`src/rtl/wb_ic_pkg.sv`:
```
// rtl/wb_ic_pkg.sv - shared types and address helpers for the shared-bus interconnect
package wb_ic_pkg;

    typedef enum logic {IDLE, BUSY} state_e;

    localparam int MAX_S  = 16;
    localparam int MAX_AW = 64;

    function automatic logic [3:0] onehot2idx(input logic [MAX_S-1:0] oh);
        logic [3:0] idx;
        idx = '0;
        for (int i = 0; i < MAX_S; i++) begin
            if (oh[i]) idx = idx | 4'(i);
        end
        return idx;
    endfunction

    // Windows are compared as an offset from the base so base+size may wrap safely.
    function automatic logic [MAX_S-1:0] addr_decode(
        input logic [MAX_AW-1:0]       adr,
        input logic [MAX_S*MAX_AW-1:0] base_addr,
        input logic [MAX_S*MAX_AW-1:0] size,
        input int                      n
    );
        logic [MAX_S-1:0]  ss;
        logic [MAX_AW-1:0] b;
        logic [MAX_AW-1:0] s;
        ss = '0;
        for (int i = 0; i < MAX_S; i++) begin
            b = base_addr[i*MAX_AW +: MAX_AW];
            s = size[i*MAX_AW +: MAX_AW];
            if (i < n && adr >= b && (adr - b) < s) ss[i] = 1'b1;
        end
        return ss;
    endfunction

endpackage

```
`src/rtl/wb_rr_arbiter.sv`:
```
// rtl/wb_rr_arbiter.sv - round-robin pointer and grant register for the shared bus
module wb_rr_arbiter #(
    parameter  int numm = 2,
    localparam int MW   = (numm > 1) ? $clog2(numm) : 1
) (
    input  logic            clk,
    input  logic            rst,
    input  logic [numm-1:0] req,
    input  logic            lock,
    output logic [MW-1:0]   gnt_idx,
    output logic            gnt_vld
);

    logic [MW-1:0] gnt_idx_q;
    logic [MW-1:0] last_idx_q;
    logic [MW-1:0] win;

    always_comb begin
        int  j;
        logic found;
        win   = '0;
        found = 1'b0;
        for (int k = 1; k <= numm; k++) begin
            j = int'(last_idx_q) + k;
            if (j >= numm) j = j - numm;
            if (!found && req[j]) begin
                win   = MW'(j);
                found = 1'b1;
            end
        end
    end

    assign gnt_vld = |req;
    assign gnt_idx = gnt_idx_q;

    // The pointer moves to the winner at grant time, so the next search starts after it.
    always_ff @(posedge clk) begin
        if (rst) begin
            gnt_idx_q  <= '0;
            last_idx_q <= MW'(numm - 1);
        end else if (!lock && gnt_vld) begin
            gnt_idx_q  <= win;
            last_idx_q <= win;
        end
    end

endmodule

```
`src/rtl/wb_interconnect_sharedbus_rr.sv`:
```
// rtl/wb_interconnect_sharedbus_rr.sv - Wishbone pipelined shared bus with round-robin bus lock
module wb_interconnect_sharedbus_rr
    import wb_ic_pkg::*;
#(
    parameter int               numm      = 2,
    parameter int               nums      = 2,
    parameter int               aw        = 32,
    parameter int               dw        = 32,
    parameter int               max_outst = 4,
    parameter logic [nums*aw-1:0] base_addr = '0,
    parameter logic [nums*aw-1:0] size      = '0
) (
    input  logic                   clk,
    input  logic                   rst,
    input  logic [numm-1:0]        wbm_cyc_i,
    input  logic [numm-1:0]        wbm_stb_i,
    input  logic [numm-1:0]        wbm_we_i,
    input  logic [numm*aw-1:0]     wbm_adr_i,
    input  logic [numm*dw/8-1:0]   wbm_sel_i,
    input  logic [numm*dw-1:0]     wbm_dat_i,
    output logic [numm*dw-1:0]     wbm_dat_o,
    output logic [numm-1:0]        wbm_ack_o,
    output logic [numm-1:0]        wbm_err_o,
    output logic [numm-1:0]        wbm_stall_o,
    output logic [nums-1:0]        wbs_cyc_o,
    output logic [nums-1:0]        wbs_stb_o,
    output logic [nums-1:0]        wbs_we_o,
    output logic [nums*aw-1:0]     wbs_adr_o,
    output logic [nums*dw/8-1:0]   wbs_sel_o,
    output logic [nums*dw-1:0]     wbs_dat_o,
    input  logic [nums*dw-1:0]     wbs_dat_i,
    input  logic [nums-1:0]        wbs_ack_i,
    input  logic [nums-1:0]        wbs_err_i,
    input  logic [nums-1:0]        wbs_stall_i
);

    localparam int MW   = (numm > 1) ? $clog2(numm) : 1;
    localparam int SW   = (nums > 1) ? $clog2(nums) : 1;
    localparam int CW   = $clog2(max_outst + 1);
    localparam int SELW = dw / 8;

    state_e          state_q, state_d;
    logic [CW-1:0]   cnt_q, cnt_d;
    logic [SW-1:0]   cur_s_q, cur_s_d;
    logic            err_pend_q, err_pend_d;
    logic [MW-1:0]   gnt_idx;
    logic            gnt_vld;
    logic            busy;

    logic                    m_cyc, m_stb, m_we;
    logic [aw-1:0]           m_adr;
    logic [SELW-1:0]         m_sel;
    logic [dw-1:0]           m_dat;
    logic [MAX_S*MAX_AW-1:0] base_w, size_w;
    logic [MAX_S-1:0]        ss_full;
    logic [nums-1:0]         ss, cur_oh;
    logic [SW-1:0]           sel_s;
    logic                    hit, cnt_nz, blocked, m_stall, accept, s_ack, s_err, resp;

    assign busy = (state_q == BUSY);

    wb_rr_arbiter #(.numm(numm)) u_arb (
        .clk     (clk),
        .rst     (rst),
        .req     (wbm_cyc_i),
        .lock    (busy),
        .gnt_idx (gnt_idx),
        .gnt_vld (gnt_vld)
    );

    assign m_cyc = wbm_cyc_i[gnt_idx];
    assign m_stb = wbm_stb_i[gnt_idx];
    assign m_we  = wbm_we_i[gnt_idx];
    assign m_adr = wbm_adr_i[int'(gnt_idx)*aw +: aw];
    assign m_sel = wbm_sel_i[int'(gnt_idx)*SELW +: SELW];
    assign m_dat = wbm_dat_i[int'(gnt_idx)*dw +: dw];

    always_comb begin
        base_w = '0;
        size_w = '0;
        for (int i = 0; i < nums; i++) begin
            base_w[i*MAX_AW +: MAX_AW] = MAX_AW'(base_addr[i*aw +: aw]);
            size_w[i*MAX_AW +: MAX_AW] = MAX_AW'(size[i*aw +: aw]);
        end
        cur_oh          = '0;
        cur_oh[cur_s_q] = 1'b1;
    end

    assign ss_full = addr_decode(MAX_AW'(m_adr), base_w, size_w, nums);
    assign ss      = ss_full[nums-1:0];
    assign hit     = |ss;
    assign sel_s   = SW'(onehot2idx(ss_full));
    assign cnt_nz  = (cnt_q != '0);

    // A pending unmapped error also blocks, so it never shares a cycle with a slave response.
    assign blocked = (cnt_q == CW'(max_outst)) | err_pend_q | (cnt_nz & (!hit | (ss != cur_oh)));
    assign m_stall = blocked | (hit & wbs_stall_i[sel_s]);
    assign accept  = busy & m_cyc & m_stb & !m_stall;
    assign s_ack   = wbs_ack_i[cur_s_q] & cnt_nz;
    assign s_err   = wbs_err_i[cur_s_q] & cnt_nz;
    assign resp    = busy & m_cyc & (s_ack | s_err | err_pend_q);

    always_comb begin
        wbm_stall_o = '1;
        wbm_ack_o   = '0;
        wbm_err_o   = '0;
        wbm_dat_o   = '0;
        wbs_cyc_o   = '0;
        wbs_stb_o   = '0;
        wbs_we_o    = '0;
        wbs_adr_o   = '0;
        wbs_sel_o   = '0;
        wbs_dat_o   = '0;
        if (busy) begin
            wbm_stall_o[gnt_idx]            = m_stall;
            wbm_ack_o[gnt_idx]              = m_cyc & s_ack;
            wbm_err_o[gnt_idx]              = m_cyc & (s_err | err_pend_q);
            wbm_dat_o[int'(gnt_idx)*dw +: dw] = wbs_dat_i[int'(cur_s_q)*dw +: dw];
            for (int i = 0; i < nums; i++) begin
                wbs_cyc_o[i] = m_cyc & (cnt_nz ? (SW'(i) == cur_s_q) : ss[i]);
                if (ss[i]) begin
                    wbs_stb_o[i]                 = m_cyc & m_stb & !blocked;
                    wbs_we_o[i]                  = m_we;
                    wbs_adr_o[i*aw +: aw]        = m_adr;
                    wbs_sel_o[i*SELW +: SELW]    = m_sel;
                    wbs_dat_o[i*dw +: dw]        = m_dat;
                end
            end
        end
    end

    always_comb begin
        state_d    = state_q;
        cnt_d      = cnt_q;
        cur_s_d    = cur_s_q;
        err_pend_d = err_pend_q;
        case (state_q)
            IDLE: begin
                if (gnt_vld) state_d = BUSY;
            end
            BUSY: begin
                if (!m_cyc) begin
                    state_d    = IDLE;
                    cnt_d      = '0;
                    err_pend_d = 1'b0;
                end else begin
                    if (accept && !resp)      cnt_d = cnt_q + CW'(1);
                    else if (resp && !accept) cnt_d = cnt_q - CW'(1);
                    if (accept && hit)        cur_s_d = sel_s;
                    if (err_pend_q)           err_pend_d = 1'b0;
                    if (accept && !hit)       err_pend_d = 1'b1;
                end
            end
            default: state_d = IDLE;
        endcase
    end

    always_ff @(posedge clk) begin
        if (rst) begin
            state_q    <= IDLE;
            cnt_q      <= '0;
            cur_s_q    <= '0;
            err_pend_q <= 1'b0;
        end else begin
            state_q    <= state_d;
            cnt_q      <= cnt_d;
            cur_s_q    <= cur_s_d;
            err_pend_q <= err_pend_d;
        end
    end

endmodule

```
`config.mk`:
```
export PLATFORM = sky130hd
export DESIGN_NAME = wb_interconnect_sharedbus_rr
export DESIGN_NICKNAME = d
export VERILOG_FILES = /design/src/rtl/wb_ic_pkg.sv /design/src/rtl/wb_rr_arbiter.sv /design/src/rtl/wb_interconnect_sharedbus_rr.sv
export SDC_FILE = /design/constraint.sdc
export NUM_CORES = 1
export LEC_CHECK = 0
export CORE_AREA = 4 4 164 166
export CTS_BUF_LIST = sky130_fd_sc_hd__clkbuf_4
export DETAILED_ROUTE_END_ITERATION = 8
export DIE_AREA = 0 0 168 170
export HOLD_SLACK_MARGIN = 0.08
export PLACE_DENSITY = 0.49
export SYNTH_ARGS = -nofsm -noshare
export SYNTH_HDL_FRONTEND = slang
export SYNTH_HIERARCHICAL = 1
export SYNTH_SLANG_ARGS = --single-unit
```
`constraint.sdc`:
```
create_clock -name clk -period 2 [get_ports clk]
set_input_delay 0.3 -clock clk [delete_from_list [all_inputs] [get_ports clk]]
set_output_delay 0.3 -clock clk [all_outputs]
set_load 0.005 [all_outputs]
```
==> reports/qor.yml, run 1 <==
grt_setup_unrepaired: "false"
floorplan.initialDensity: 0.0770
timing.critical_path.fanout_max: 4
net_total_in_the_final_layout: 606
gp_congestion: 0.699
via_count_of_the_first_global_routing_pass: 1541
cts_hold_repair.buffers: 0
skew_ns: 0.00416
grt_remaining_overflow: 0
cts.clk_slew.worst_paths_ns: 0.05
worstSetupStartpointType: "primary input"
finalHoldViolations: 0
place.port_buffers: 110
grt_pass1_wl_um: 9920
setup_viol_count_final: 0
clkSinkCount: 7
die_h_um: 170
cts_htree_levels: 1
ys_seq_area_frac: 0.0710
groute.usage.overall: 0.0464
most-common-layout-cells: "sky130_fd_sc_hd__conb_1, sky130_fd_sc_hd__clkdlybuf4s50_1, sky130_fd_sc_hd__dlygate4sd2_1"
pwr_density_cell_nw_per_um2: 278
timing.critical_path.required_ns: 1.70
worst-setup-path-type: "primary input to output pin"
grt.met2_usage: 0.0856
post_route_cells_drive_above_1_share: 0.0846
worst_ir_drop_vdd_mv: 0.330
drc_marker_count_from_the_first_detailed_route_iteration: 40
clk-insertion-delay-late_ns: 0.25
synth_cell_type_count: 34
floorplan.rows: 59
cp_capture_type: "output pin"
area.growth.synth_to_final_pct: 58.7
max_clock_freq_mhz: 518
power.leakage_uw: 0.00157
core_area_um2: 25600
synthCells: 274
grt_busiest_layer: "met2"
yosys_warnings: 6
cts_tree: "done"
fp.dieArea_um2: 28600
post-route-min-period_ns: 1.93
placed_cell_area_um2: 3020
clk_root_buffer_cell: "sky130_fd_sc_hd__clkbuf_4"
post_detailed_route_count_of_antenna_violating_nets: 0
post-layout-total-power_uw: 872
wirelength_um: 7740
die_width_um: 168
drt-vias-per-instance: 2.52
routedWlPerCell_um: 10.6
place_hpwl_um: 6490
hold_path_class: "flip-flop to flip-flop"
dr.pass1.iters: 4
finish.instance_area_um2: 3130
tritoncts.num_buffers: 3
ctsLongestPathBuffers: 2
cp_data_arrival_time_ns: 1.63
grtUsageMet3: 0.0242
met1_usage: 0.0494
postSynthAreaPerCell_um2: 7.20
maxCapViolations: 0
top_ports: 426
layout_worst_path_cycle_share: 0.965
drv_slew: 0
initial_antenna_violation_count: 7
outcome: "finished, final reports clean"
drt_drc_violations_left: 0
synthesis.area_um2: 1970
postSynthRegisterBits: 7
mostFrequentLayoutCell: "sky130_fd_sc_hd__conb_1"
largest_net_degree_at_the_start_of_global_routing: 44
routed-via-count: 1830
## cells by family (layout without fill, tap and decap cells)
group,after synthesis,in the layout,share of synthesized area
AO/OA/AOI/OAI,11,11,0.0450
multiplexers,2,2,0.0108
flip-flops,7,7,0.0710
adder cells (fa/ha/maj),1,1,0.0101
AND/OR/NAND/NOR,95,95,0.291
buffers and inverters,156,132,0.566
XOR/XNOR,1,1,0.00444
other,1,143,0.00190
## worst max-delay path: stages
cell	delay, ns
sky130_fd_sc_hd__dlygate4sd2_1	0.28
sky130_fd_sc_hd__buf_4	0.16
sky130_fd_sc_hd__mux2_2	0.28
sky130_fd_sc_hd__o21ai_1	0.11
sky130_fd_sc_hd__nor2_1	0.07
sky130_fd_sc_hd__clkdlybuf4s50_1	0.44
## stage by stage
step	hold slack [ns]	setup WS (ns)	util	TNS [ns]	instances
2_1_floorplan	0.369	0.235	-	0	414
3_3_place_gp	0.470	-0.348	0.118	-1.60	717
3_5_place_dp	0.477	-0.325	0.118	-1.43	717
4_1_cts	0.491	0.000637	0.120	0	724
5_1_grt	0.508	0.00373	0.122	0	725
6_report	0.494	0.0697	0.122	0	727
## report_power, final
group          leakage, uW  switching [uW]  internal, uW  total [uW]
registers        0.0000593            21.7           154         176
clock network    0.0000184            52.9          89.7         143
logic              0.00150             265           289         553
## timing repair
| item | in CTS | in global routing |
|---|---|---|
| pin swaps | 1 | 4 |
| cloned | 1 | 0 |
| setup endpoints to repair | 59 | 24 |
| gates resized for setup | 41 | 12 |
| buffers inserted | 2 | 1 |
## per-layer routing
metal / vias up / share of wire
met5: - / 0.010
met4: 14 / 0.0067
met3: 18 / 0.16
met2: 169 / 0.46
met1: 795 / 0.36
li1: 834 / -
## registers in the layout, indices dropped and copies added, names as in the netlist
signal and count:
busy 1, err_pend_q 1, u_arb/gnt_idx 1, u_arb/last_idx_q 1, cnt_q 3
## worst paths after layout
kind	cells past startpoint	startpoint	to	slack (ns)
worst max-delay path	6	wbm_cyc_i[1]	wbm_err_o[1]	0.07
worst min-delay path	1	u_arb/last_idx_q	u_arb/last_idx_q	0.49
worst max register to register	7	cnt_q[0]	cnt_q[2]	0.13
worst min register to register	1	u_arb/last_idx_q	u_arb/last_idx_q	0.49
## Yosys cell counts
cell | n | area (um^2)
sky130_fd_sc_hd__buf_4 | 141 | 1060
sky130_fd_sc_hd__and3_1 | 33 | 206
sky130_fd_sc_hd__and2_1 | 32 | 200
sky130_fd_sc_hd__nor2_1 | 12 | 45.0
sky130_fd_sc_hd__clkbuf_1 | 10 | 37.5
sky130_fd_sc_hd__dfxtp_1 | 7 | 140
sky130_fd_sc_hd__nand2_1 | 5 | 18.8
sky130_fd_sc_hd__inv_1 | 4 | 15.0
sky130_fd_sc_hd__nor3_1 | 3 | 15.0
sky130_fd_sc_hd__a211oi_1 | 2 | 15.0
sky130_fd_sc_hd__a31oi_1 | 2 | 12.5
sky130_fd_sc_hd__a211o_1 | 1 | 8.76
sky130_fd_sc_hd__a21oi_1 | 1 | 5.00
sky130_fd_sc_hd__a2bb2oi_1 | 1 | 8.76
sky130_fd_sc_hd__a32oi_1 | 1 | 8.76
sky130_fd_sc_hd__and3b_1 | 1 | 8.76
sky130_fd_sc_hd__buf_2 | 1 | 5.00
sky130_fd_sc_hd__conb_1 | 1 | 3.75
sky130_fd_sc_hd__fa_1 | 1 | 20.0
sky130_fd_sc_hd__mux2_2 | 1 | 11.3
sky130_fd_sc_hd__mux2i_1 | 1 | 10.0
sky130_fd_sc_hd__nand2b_1 | 1 | 6.26
sky130_fd_sc_hd__nand2b_4 | 1 | 13.8
sky130_fd_sc_hd__nand3_1 | 1 | 5.00
sky130_fd_sc_hd__nand3b_1 | 1 | 7.51
sky130_fd_sc_hd__nor2b_1 | 1 | 6.26
sky130_fd_sc_hd__nor3b_1 | 1 | 7.51
sky130_fd_sc_hd__nor4_4 | 1 | 21.3
sky130_fd_sc_hd__o211a_4 | 1 | 17.5
sky130_fd_sc_hd__o21ai_0 | 1 | 5.00
sky130_fd_sc_hd__o31ai_1 | 1 | 7.51
sky130_fd_sc_hd__or2_2 | 1 | 6.26
sky130_fd_sc_hd__or3_1 | 1 | 6.26
sky130_fd_sc_hd__xnor2_1 | 1 | 8.76
## area by class of cell
cell class                      count  area [um^2]
Antenna cell                        2         5.00
Fill cell                        2955        22500
Multi-Input combinational cell    251         1270
Sequential cell                     7          148
Inverter                            4         15.0
Clock buffer                        4         30.0
Tap cell                          335          419
Timing Repair Buffer              124         1240
No activity file was read; power rests on OpenSTA's default activity.
==> run 2: changes to the inputs <==
- GPL_TIMING_DRIVEN: unset -> 0
==> reports/qor.yml, run 2 (synthesis gave the netlist of run 1 again) <==
maxCapViolations: 0  # unchanged
post_route_cells_drive_above_1_share: 0.349  # was 0.0846
pwr_density_cell_nw_per_um2: 255  # was 278 nW/um^2
drt_drc_violations_left: 0  # unchanged
post-route-min-period_ns: 1.99  # was 1.93 ns
drc_marker_count_from_the_first_detailed_route_iteration: 57  # was 40
hold_path_class: "flip-flop to flip-flop"  # unchanged
grt_pass1_wl_um: 12700  # was 9920 um
most-common-layout-cells: "sky130_fd_sc_hd__buf_4, sky130_fd_sc_hd__conb_1, sky130_fd_sc_hd__clkdlybuf4s50_1"  # was sky130_fd_sc_hd__conb_1, sky130_fd_sc_hd__clkdlybuf4s50_1, sky130_fd_sc_hd__dlygate4sd2_1
routed-via-count: 2196  # was 1830
drt-vias-per-instance: 2.51  # was 2.52
cts_tree: "done"  # unchanged
mostFrequentLayoutCell: "sky130_fd_sc_hd__buf_4"  # was sky130_fd_sc_hd__conb_1
finalHoldViolations: 0  # unchanged
routedWlPerCell_um: 10.4  # was 10.6 um
grt_setup_unrepaired: "true"  # was false
worst_ir_drop_vdd_mv: 0.152  # was 0.330 mV
cp_capture_type: "output pin"  # unchanged
area.growth.synth_to_final_pct: 122  # was 58.7%
wirelength_um: 9130  # was 7740 um
groute.usage.overall: 0.0577  # was 0.0464
cts_htree_levels: 1  # unchanged
pwr-share-clk: 0.134  # was 0.164
max_clock_freq_mhz: 503  # was 518 MHz
largest_register_ffs: 3  # unchanged
cp_data_arrival_time_ns: 1.69  # was 1.63 ns
layout_worst_path_cycle_share: 0.993  # was 0.965
cts_hold_repair.buffers: 0  # unchanged
skew_ns: 0.00508  # was 0.00416 ns
worstSetupStartpointType: "flip-flop"  # was primary input
regMostFlops: "cnt_q"  # unchanged
drv_slew: 0  # unchanged
clk_root_buffer_cell: "sky130_fd_sc_hd__clkbuf_4"  # unchanged
worst-setup-path-type: "flip-flop to output pin"  # was primary input to output pin
clk-insertion-delay-late_ns: 0.26  # was 0.25 ns
floorplan.rows: 59  # unchanged
power.leakage_uw: 0.00284  # was 0.00157 uW
top_ports: 426  # unchanged
p_seq_frac: 0.155  # was 0.202
ctsLongestPathBuffers: 2  # unchanged
cp.buffers_inverters: 3  # unchanged
fin_ws_ns: 0.0134  # was 0.0697 ns
share_comb_of_total_power: 0.711  # was 0.635
via_count_of_the_first_global_routing_pass: 1981  # was 1541
setup_viol_count_final: 0  # unchanged
reg2reg_setup_slack_ns: 0.14  # was 0.13 ns
gp_congestion: 0.727  # was 0.699
outcome: "finished, final reports clean"  # unchanged
intPower_uw: 727  # was 533 uW
timing.critical_path.required_ns: 1.70  # about the same
critPathTopFamily: "buffers and inverters"  # unchanged
post-place-ws_ns: -0.660  # was -0.325 ns
fp.dieArea_um2: 28600  # unchanged
grt_remaining_overflow: 0  # unchanged
total_switching_power_uw: 392  # was 339 uW
slowest_stage_delay_on_critical_path_ns: 0.52  # was 0.44 ns
floorplan.initialDensity: 0.0770  # unchanged
largest_net_degree_at_the_start_of_global_routing: 11  # was 44
initial_antenna_violation_count: 7  # unchanged
worst_path_max_delay_cell: "sky130_fd_sc_hd__clkdlybuf4s50_1"  # unchanged
filler_cell_count: 2894  # was 2955
place.port_buffers: 110  # unchanged
tritoncts.num_buffers: 3  # unchanged
switching_share: 0.351  # was 0.389
clkSinkCount: 7  # unchanged
post-layout-total-power_uw: 1120  # was 872 uW
timing.critical_path.fanout_max: 10  # was 4
die_width_um: 168  # unchanged
core_area_um2: 25600  # unchanged
cts.clk_slew.worst_paths_ns: 0.06  # was 0.05 ns
post_detailed_route_count_of_antenna_violating_nets: 0  # unchanged
timing.critical_path.cells: "buf_8 > buf_4 > nand2_1 > nor2_2 > clkdlybuf4s50_1"  # was dlygate4sd2_1 > buf_4 > mux2_2 > o21ai_1 > nor2_1 > clkdlybuf4s50_1
die_h_um: 170  # unchanged
dr.pass1.iters: 4  # unchanged
place_hpwl_um: 8110  # was 6490 um
net_total_in_the_final_layout: 755  # was 606
## run 2: cell types whose count changed in the layout (fill, tap and decap cells not counted), moves of 3 or more
cell / previous run / this run
sky130_fd_sc_hd__clkdlybuf4s50_1: 75 / 52
sky130_fd_sc_hd__nor2_2: 0 / 3
sky130_fd_sc_hd__nor2_1: 11 / 8
sky130_fd_sc_hd__dlymetal6s2s_1: 1 / 28
sky130_fd_sc_hd__dlygate4sd2_1: 34 / 27
sky130_fd_sc_hd__buf_4: 8 / 151
sky130_fd_sc_hd__clkbuf_8: 0 / 3
sky130_fd_sc_hd__clkbuf_16: 0 / 3
## run 2: what timing repair did
action	4_1_cts	5_1_grt
endpoints found under the hold margin	0	0
setup endpoints to repair	72	38
setup buffers	6	5
gates resized for setup	76	42
pin swaps	2	1
## run 2: cell type report
cell class	count	area, um^2	area share
sequential	7	149	0.0340
antenna	2	5.00	0.00114
multi-input combinational	251	1300	0.296
buffer	152	1230	0.280
inverter	4	15.0	0.00342
tap	335	419	0.0956
clock buffer	4	30.0	0.00685
timing repair buffer	121	1240	0.283
## run 2: layer usage
metal  part of all wire  vias to the layer above  track usage
met5             0.0078                        -            0
met4             0.0011                       12      0.00423
met3               0.16                       12       0.0332
met2               0.47                      176       0.0998
met1               0.36                      867       0.0649
li1                   -                     1129            -
## run 2: power groups by stage
stage	sequential (uW)	clock, uW	combinational (uW)
finish	174	150	796
floorplan	171	0	433
CTS	173	153	773
global placement	174	0	715
global route	176	164	879
detailed placement	175	0	716
## run 2: final timing paths
path                    startpoint                to  cells past startpoint
setup / recovery     u_arb/gnt_idx      wbm_err_o[1]                      5
hold / removal    u_arb/last_idx_q  u_arb/last_idx_q                      1
setup reg to reg     u_arb/gnt_idx          cnt_q[2]                      6
hold reg to reg   u_arb/last_idx_q  u_arb/last_idx_q                      1
## run 2: per-stage QoR
stage	TNS (ns)	instance area [um^2]	hold WS [ns]	utilization	instances
global placement	-31.52	4020	0.477	0.157	859
detailed placement	-32.81	4020	0.480	0.157	859
CTS	-1.43	4250	0.495	0.166	869
finish	0	4390	0.506	0.171	876
global route	-0.107	4380	0.524	0.171	874
floorplan	0	2500	0.369	-	414
## run 2: worst reg2reg max path, delay by kind of cell, from the launching register on
kind,cells,cell delay [ns]
AND/OR/NAND/NOR,2,0.50
AO/OA/AOI/OAI,2,0.40
XOR/XNOR,1,0.15
adder cells (fa/ha/maj),1,0.36
flip-flops,1,0.37
